File: config.mk
export PLATFORM = sky130hd
export DESIGN_NAME = ft232h_recv_cmd
export DESIGN_NICKNAME = d
export VERILOG_FILES = /design/src/rtl/ft232h_recv_cmd.sv
export SDC_FILE = /design/constraint.sdc
export NUM_CORES = 1
export LEC_CHECK = 0
export CELL_PAD_IN_SITES_DETAIL_PLACEMENT = 1
export CELL_PAD_IN_SITES_GLOBAL_PLACEMENT = 2
export CORE_MARGIN = 2
export CORE_UTILIZATION = 33
export CTS_CLUSTER_DIAMETER = 60
export CTS_CLUSTER_SIZE = 28
export DETAILED_ROUTE_END_ITERATION = 10
export GPL_ROUTABILITY_DRIVEN = 0
export PLACE_DENSITY = 0.88
export SLEW_MARGIN = 20
export SYNTH_ARGS = -nofsm -noshare
export SYNTH_HDL_FRONTEND = slang
export SYNTH_SLANG_ARGS = --single-unit
File: constraint.sdc
create_clock -name clk_i -period 3.4 [get_ports clk_i]
set_clock_uncertainty 0.2 [all_clocks]
set_input_delay 0.51 -clock clk_i [delete_from_list [all_inputs] [get_ports clk_i]]
set_output_delay 0.51 -clock clk_i [all_outputs]
set_load 0.05 [all_outputs]
File: src/rtl/ft232h_recv_cmd.sv
// FT232H synchronous-FIFO receive path: owns the data bus on grant, reads host bytes and
// decodes SYNC/ADDR/DHI/DLO/CSUM frames into single-cycle register write strobes.
module ft232h_recv_cmd #(
   parameter logic [7:0]  SYNC_BYTE   = 8'hA5,
   parameter int unsigned TIMEOUT_CYC = 6000
) (
   input  logic        clk_i,
   input  logic        rst_i,
   input  logic        rx_en_i,
   input  logic        ft_rxf_i,
   input  logic [7:0]  ft_adbus_i,
   output logic        ft_oe_o,
   output logic        ft_rd_o,
   output logic        rx_busy_o,
   output logic        reg_wr_o,
   output logic [7:0]  reg_addr_o,
   output logic [15:0] reg_data_o,
   output logic [7:0]  err_cnt_o,
   output logic [7:0]  drop_cnt_o
);

   typedef enum logic [1:0] {BusIdle, BusOeWait, BusRead} bus_state_e;
   typedef enum logic [2:0] {PrsSync, PrsAddr, PrsDhi, PrsDlo, PrsCsum} prs_state_e;

   localparam logic [15:0] TimeoutLast = 16'(TIMEOUT_CYC - 1);

   bus_state_e  r_bus_state;
   prs_state_e  r_prs_state;
   logic        r_oe_n;
   logic        r_rd_n;
   logic        r_busy;
   logic        r_reg_wr;
   logic [7:0]  r_reg_addr;
   logic [15:0] r_reg_data;
   logic [7:0]  r_err_cnt;
   logic [7:0]  r_drop_cnt;
   logic [7:0]  r_addr;
   logic [7:0]  r_dhi;
   logic [7:0]  r_dlo;
   logic [15:0] r_idle_cnt;

   logic w_accept;
   logic w_csum_ok;
   logic w_timeout;
   logic w_err_inc;
   logic w_drop_inc;

   assign w_accept   = (r_bus_state == BusRead) && !r_rd_n && !ft_rxf_i && rx_en_i;
   assign w_csum_ok  = (ft_adbus_i == (r_addr ^ r_dhi ^ r_dlo));
   // An accepted byte always beats a coincident timeout.
   assign w_timeout  = (r_prs_state != PrsSync) && !w_accept && (r_idle_cnt == TimeoutLast);
   assign w_err_inc  = w_timeout || (w_accept && (r_prs_state == PrsCsum) && !w_csum_ok);
   assign w_drop_inc = w_accept && (r_prs_state == PrsSync) && (ft_adbus_i != SYNC_BYTE);

   always_ff @(posedge clk_i) begin
      if (rst_i) begin
         r_bus_state <= BusIdle;
         r_oe_n      <= 1'b1;
         r_rd_n      <= 1'b1;
         r_busy      <= 1'b0;
      end else begin
         case (r_bus_state)
            BusIdle: begin
               if (rx_en_i && !ft_rxf_i) begin
                  r_bus_state <= BusOeWait;
                  r_oe_n      <= 1'b0;
                  r_busy      <= 1'b1;
               end
            end
            BusOeWait: begin
               if (!rx_en_i) begin
                  r_bus_state <= BusIdle;
                  r_oe_n      <= 1'b1;
                  r_rd_n      <= 1'b1;
                  r_busy      <= 1'b0;
               end else begin
                  r_bus_state <= BusRead;
                  r_rd_n      <= 1'b0;
               end
            end
            BusRead: begin
               if (ft_rxf_i || !rx_en_i) begin
                  r_bus_state <= BusIdle;
                  r_oe_n      <= 1'b1;
                  r_rd_n      <= 1'b1;
                  r_busy      <= 1'b0;
               end
            end
            default: begin
               r_bus_state <= BusIdle;
               r_oe_n      <= 1'b1;
               r_rd_n      <= 1'b1;
               r_busy      <= 1'b0;
            end
         endcase
      end
   end

   always_ff @(posedge clk_i) begin
      if (rst_i) begin
         r_prs_state <= PrsSync;
         r_reg_wr    <= 1'b0;
         r_reg_addr  <= '0;
         r_reg_data  <= '0;
         r_err_cnt   <= '0;
         r_drop_cnt  <= '0;
         r_addr      <= '0;
         r_dhi       <= '0;
         r_dlo       <= '0;
         r_idle_cnt  <= '0;
      end else begin
         r_reg_wr <= 1'b0;
         if (w_err_inc && (r_err_cnt != 8'hFF)) begin
            r_err_cnt <= r_err_cnt + 8'd1;
         end
         if (w_drop_inc && (r_drop_cnt != 8'hFF)) begin
            r_drop_cnt <= r_drop_cnt + 8'd1;
         end
         if (w_accept) begin
            r_idle_cnt <= '0;
            case (r_prs_state)
               PrsSync: begin
                  if (ft_adbus_i == SYNC_BYTE) begin
                     r_prs_state <= PrsAddr;
                  end
               end
               PrsAddr: begin
                  r_addr      <= ft_adbus_i;
                  r_prs_state <= PrsDhi;
               end
               PrsDhi: begin
                  r_dhi       <= ft_adbus_i;
                  r_prs_state <= PrsDlo;
               end
               PrsDlo: begin
                  r_dlo       <= ft_adbus_i;
                  r_prs_state <= PrsCsum;
               end
               PrsCsum: begin
                  r_prs_state <= PrsSync;
                  if (w_csum_ok) begin
                     r_reg_wr   <= 1'b1;
                     r_reg_addr <= r_addr;
                     r_reg_data <= {r_dhi, r_dlo};
                  end
               end
               default: r_prs_state <= PrsSync;
            endcase
         end else if (w_timeout) begin
            r_prs_state <= PrsSync;
            r_idle_cnt  <= '0;
         end else if (r_prs_state != PrsSync) begin
            r_idle_cnt <= r_idle_cnt + 16'd1;
         end
      end
   end

   assign ft_oe_o    = r_oe_n;
   assign ft_rd_o    = r_rd_n;
   assign rx_busy_o  = r_busy;
   assign reg_wr_o   = r_reg_wr;
   assign reg_addr_o = r_reg_addr;
   assign reg_data_o = r_reg_data;
   assign err_cnt_o  = r_err_cnt;
   assign drop_cnt_o = r_drop_cnt;

endmodule

==> impl_metrics.py <==
metrics = {
    "setup_path": {
        "cp_max_fo": 6,
        "worst-setup-path-type": "in -> reg",
        "path_cells": "clkdlybuf4s50_1 -> nor4b_2 -> and2_1 -> or4_1 -> or3_1 -> o31ai_1 -> mux2_1",
        "critical_path_arrival_ns": 2.87,
        "cp_top_family": "simple AND/OR/NAND/NOR gates",
        "crit_slowest_cell": "or4_1",
        "critPathMaxStageDelay_ns": 0.65,
        "required_ns": 3.42,
        "critPathCaptureType": "register",
        "crit_buf_inv": 1,
        "cp-start-kind": "primary input",
    },
    "logic_synthesis": {
        "synth_ff_type": "dfxtp_1",
        "synthAdderAreaFrac": 0.009588,
        "async_flop_share": 0,
        "yosysTopAreaCell": "dfxtp_1",
        "post_synth_mux_area_share": 0.1272,
        "synth_compound_area_frac": 0.05401,
        "syn_avg_cell_area_um2": 8.938,
        "synth-xor-area-share": 0.09396,
        "synthSimpleGateAreaFrac": 0.2304,
        "synth-seq-cells": 89,
        "syn_area_um2": 3915,
        "yosys.cell_types.count": 37,
        "syn_nets": 453,
        "synth_top_area_frac": 0.4551,
        "synth_warnings": 0,
        "synth_cells": 438,
        "synth-edff-count": 0,
        "synth_area_leaders": "dfxtp_1 46%, mux2i_1 11%, nor2_1 8.1%",
        "seq_area_frac_synth": 0.4551,
        "synth_top_family_by_area": "simple AND/OR/NAND/NOR gates",
    },
    "sta": {
        "hold_viol_final": 0,
        "finalSetupTns_ns": 0,
        "hold_ws_ns": 0.2927,
        "finalCritPeriodShare": 0.8360,
        "slew_violations": 0,
        "max_freq_mhz": 351.8,
        "setup_ws_ns": 0.5575,
        "tightestPinTransition_ns": 0.7885,
        "max-slew-margin-rel": 0.4743,
        "setup_viol": 0,
        "rsz0062_at_grt": "no",
        "timing.final.crit_period_ns": 2.842,
    },
    "power_and_ir_drop": {
        "p_leak_nw": 1.764,
        "cellPowerDensity_nw_per_um2": 430.9,
        "ir_worst_vdd_mv": 0.2811,
        "finalPower_mw": 2.130,
    },
    "clock_network": {
        "post_cts_buffers": 0,
        "cts_tree": "done",
        "htree_levels": 3,
        "cts_root_buf": "clkbuf_16",
        "cts_buffers": 9,
        "cts_resized": 0,
        "postCtsHoldBufs": 0,
        "clkTransAtPathRegs_ns": 0.06,
        "clk_path_buf_depth": 2,
        "clock-sinks": 89,
        "insertion_delay_ns": 0.34,
    },
    "detailed_routing": {
        "drtPass1Iterations": 7,
        "drcViolationCount": 1,
        "drtIter0Drc": 118,
        "routed_wl_um": 9543,
        "wire_per_inst_um": 14.89,
        "num_vias": 3200,
        "vias_per_cell": 4.992,
        "ant_nets": 0,
    },
    "placed_design": {
        "hpwl_um": 6798,
        "io_buffers": 55,
        "post-place-ws_ns": 0.2152,
    },
    "cells_and_area": {
        "multi_input_area_um2": 2029,
        "syn_to_final_growth_pct": 26.27,
        "final.fill_count": 1334,
        "diodes": 0,
        "mostFrequentLayoutCell": "dfxtp_1",
        "final_cell_mix": "89 x dfxtp_1, 84 x nor2_1, 54 x clkdlybuf4s50_1",
        "layout-drive-gt1-share": 0.06024,
        "fin_nets": 508,
        "regArea_um2": 1782,
    },
    "global_route": {
        "grt_max_degree": 75,
        "grt_overflow": 0,
        "antenna_found_initial": 0,
        "grt_pass1_wl_um": 16270,
        "grt_usage": 0.1580,
        "grt_pass1_vias": 3238,
    },
    "outcome": {
        "violations": "design-rule violations",
        "status": "complete, but fails checks",
    },
    "run": {
        "drv_cap": 0,
    },
    "die": {
        "design.portCount": 56,
        "die-area_um2": 12750,
        "die_y_um": 112.9,
        "initial_utilization": 0.3400,
        "coreArea_um2": 11520,
        "rows": 39,
        "fp.dieW_um": 112.9,
    },
    "hold_path": {
        "hold_class": "reg -> reg",
    },
}
==> final cells by class <==
| cell class | count | share of cell area |
|---|---|---|
| Multi-Input combinational cell | 321 | 0.4105 |
| Sequential cell | 89 | 0.3604 |
| Timing Repair Buffer | 65 | 0.1281 |
| Clock buffer | 10 | 0.04632 |
| Tap cell | 143 | 0.03619 |
| Clock inverter | 6 | 0.01316 |
| Inverter | 7 | 0.005315 |
==> state kept, by name (all words and copies together) (netlist names) <==
name         flops
reg_data_o      16
reg_addr_o       8
err_cnt_o        8
ft_oe_o          1
r_prs_state      3
drop_cnt_o       8
r_addr           8
r_dlo            8
ft_rd_o          1
r_bus_state      2
r_idle_cnt      16
rx_busy_o        1
reg_wr_o         1
r_dhi            8
==> cells in the mapped netlist (2+ instances only) <==
master / n
a211oi_1: 3
a21oi_1: 20
and2_1: 3
and3_1: 6
buf_2: 6
clkbuf_1: 14
dfxtp_1: 89
ha_1: 3
inv_1: 7
mux2_1: 6
mux2i_1: 43
nand2_1: 33
nand3_1: 20
nand4_1: 11
nor2_1: 84
nor2b_1: 8
nor3_1: 5
nor3_2: 2
nor4_1: 4
nor4bb_1: 2
o21ai_0: 5
o31ai_1: 3
or3_1: 7
xnor2_1: 28
xor2_1: 14
==> per-stage QoR <==
stage / util / std cells / area [um2]
after floorplan: - / 438 / 3915
after global placement: 0.4037 / 625 / 4649
after detailed placement: 0.4037 / 625 / 4649
after CTS: 0.4293 / 641 / 4943
after global routing: 0.4293 / 641 / 4943
final: 0.4293 / 641 / 4943
==> kinds of logic after synthesis <==
family,after synthesis
buf+inv,28
simple gates,191
xor+xnor,42
fa+ha+maj,3
flops,89
mux,49
compound gates,36
==> worst paths after layout <==
kind | from | endpoint | slack (ns) | cells after the start
worst min-delay path | r_idle_cnt[1] | r_idle_cnt[1] | 0.29 | 2
worst max register to register | r_prs_state[2] | err_cnt_o[7] | 0.73 | 6
worst min register to register | r_idle_cnt[1] | r_idle_cnt[1] | 0.29 | 2
worst max-delay path | rx_en_i | err_cnt_o[7] | 0.56 | 7
==> routing by layer <==
layer | wire (um) | vias up | GRT usage
met3 | 264 | 11 | 0.03749
met5 | 0 | - | 0
met4 | 129 | 0 | 0.04553
met1 | 4342 | 1549 | 0.1975
li1 | - | 1595 | -
met2 | 4807 | 45 | 0.2727
==> report_power, final <==
group	switching (mW)	leakage [nW]	internal (mW)	total, mW
sequential	0.00393	0.717	1.05	1.05
clock	0.423	0.143	0.573	0.996
combinational	0.0524	0.904	0.0321	0.0845
total	0.480	1.76	1.65	2.13
==> worst min-delay path, delay by kind of cell, from the launching register on <==
kind,cells,cell delay (ns)
AO/OA/AOI/OAI,1,0.05
AND/OR/NAND/NOR,1,0.06
flip-flops,1,0.33
Power figures use the tool's default switching activity.
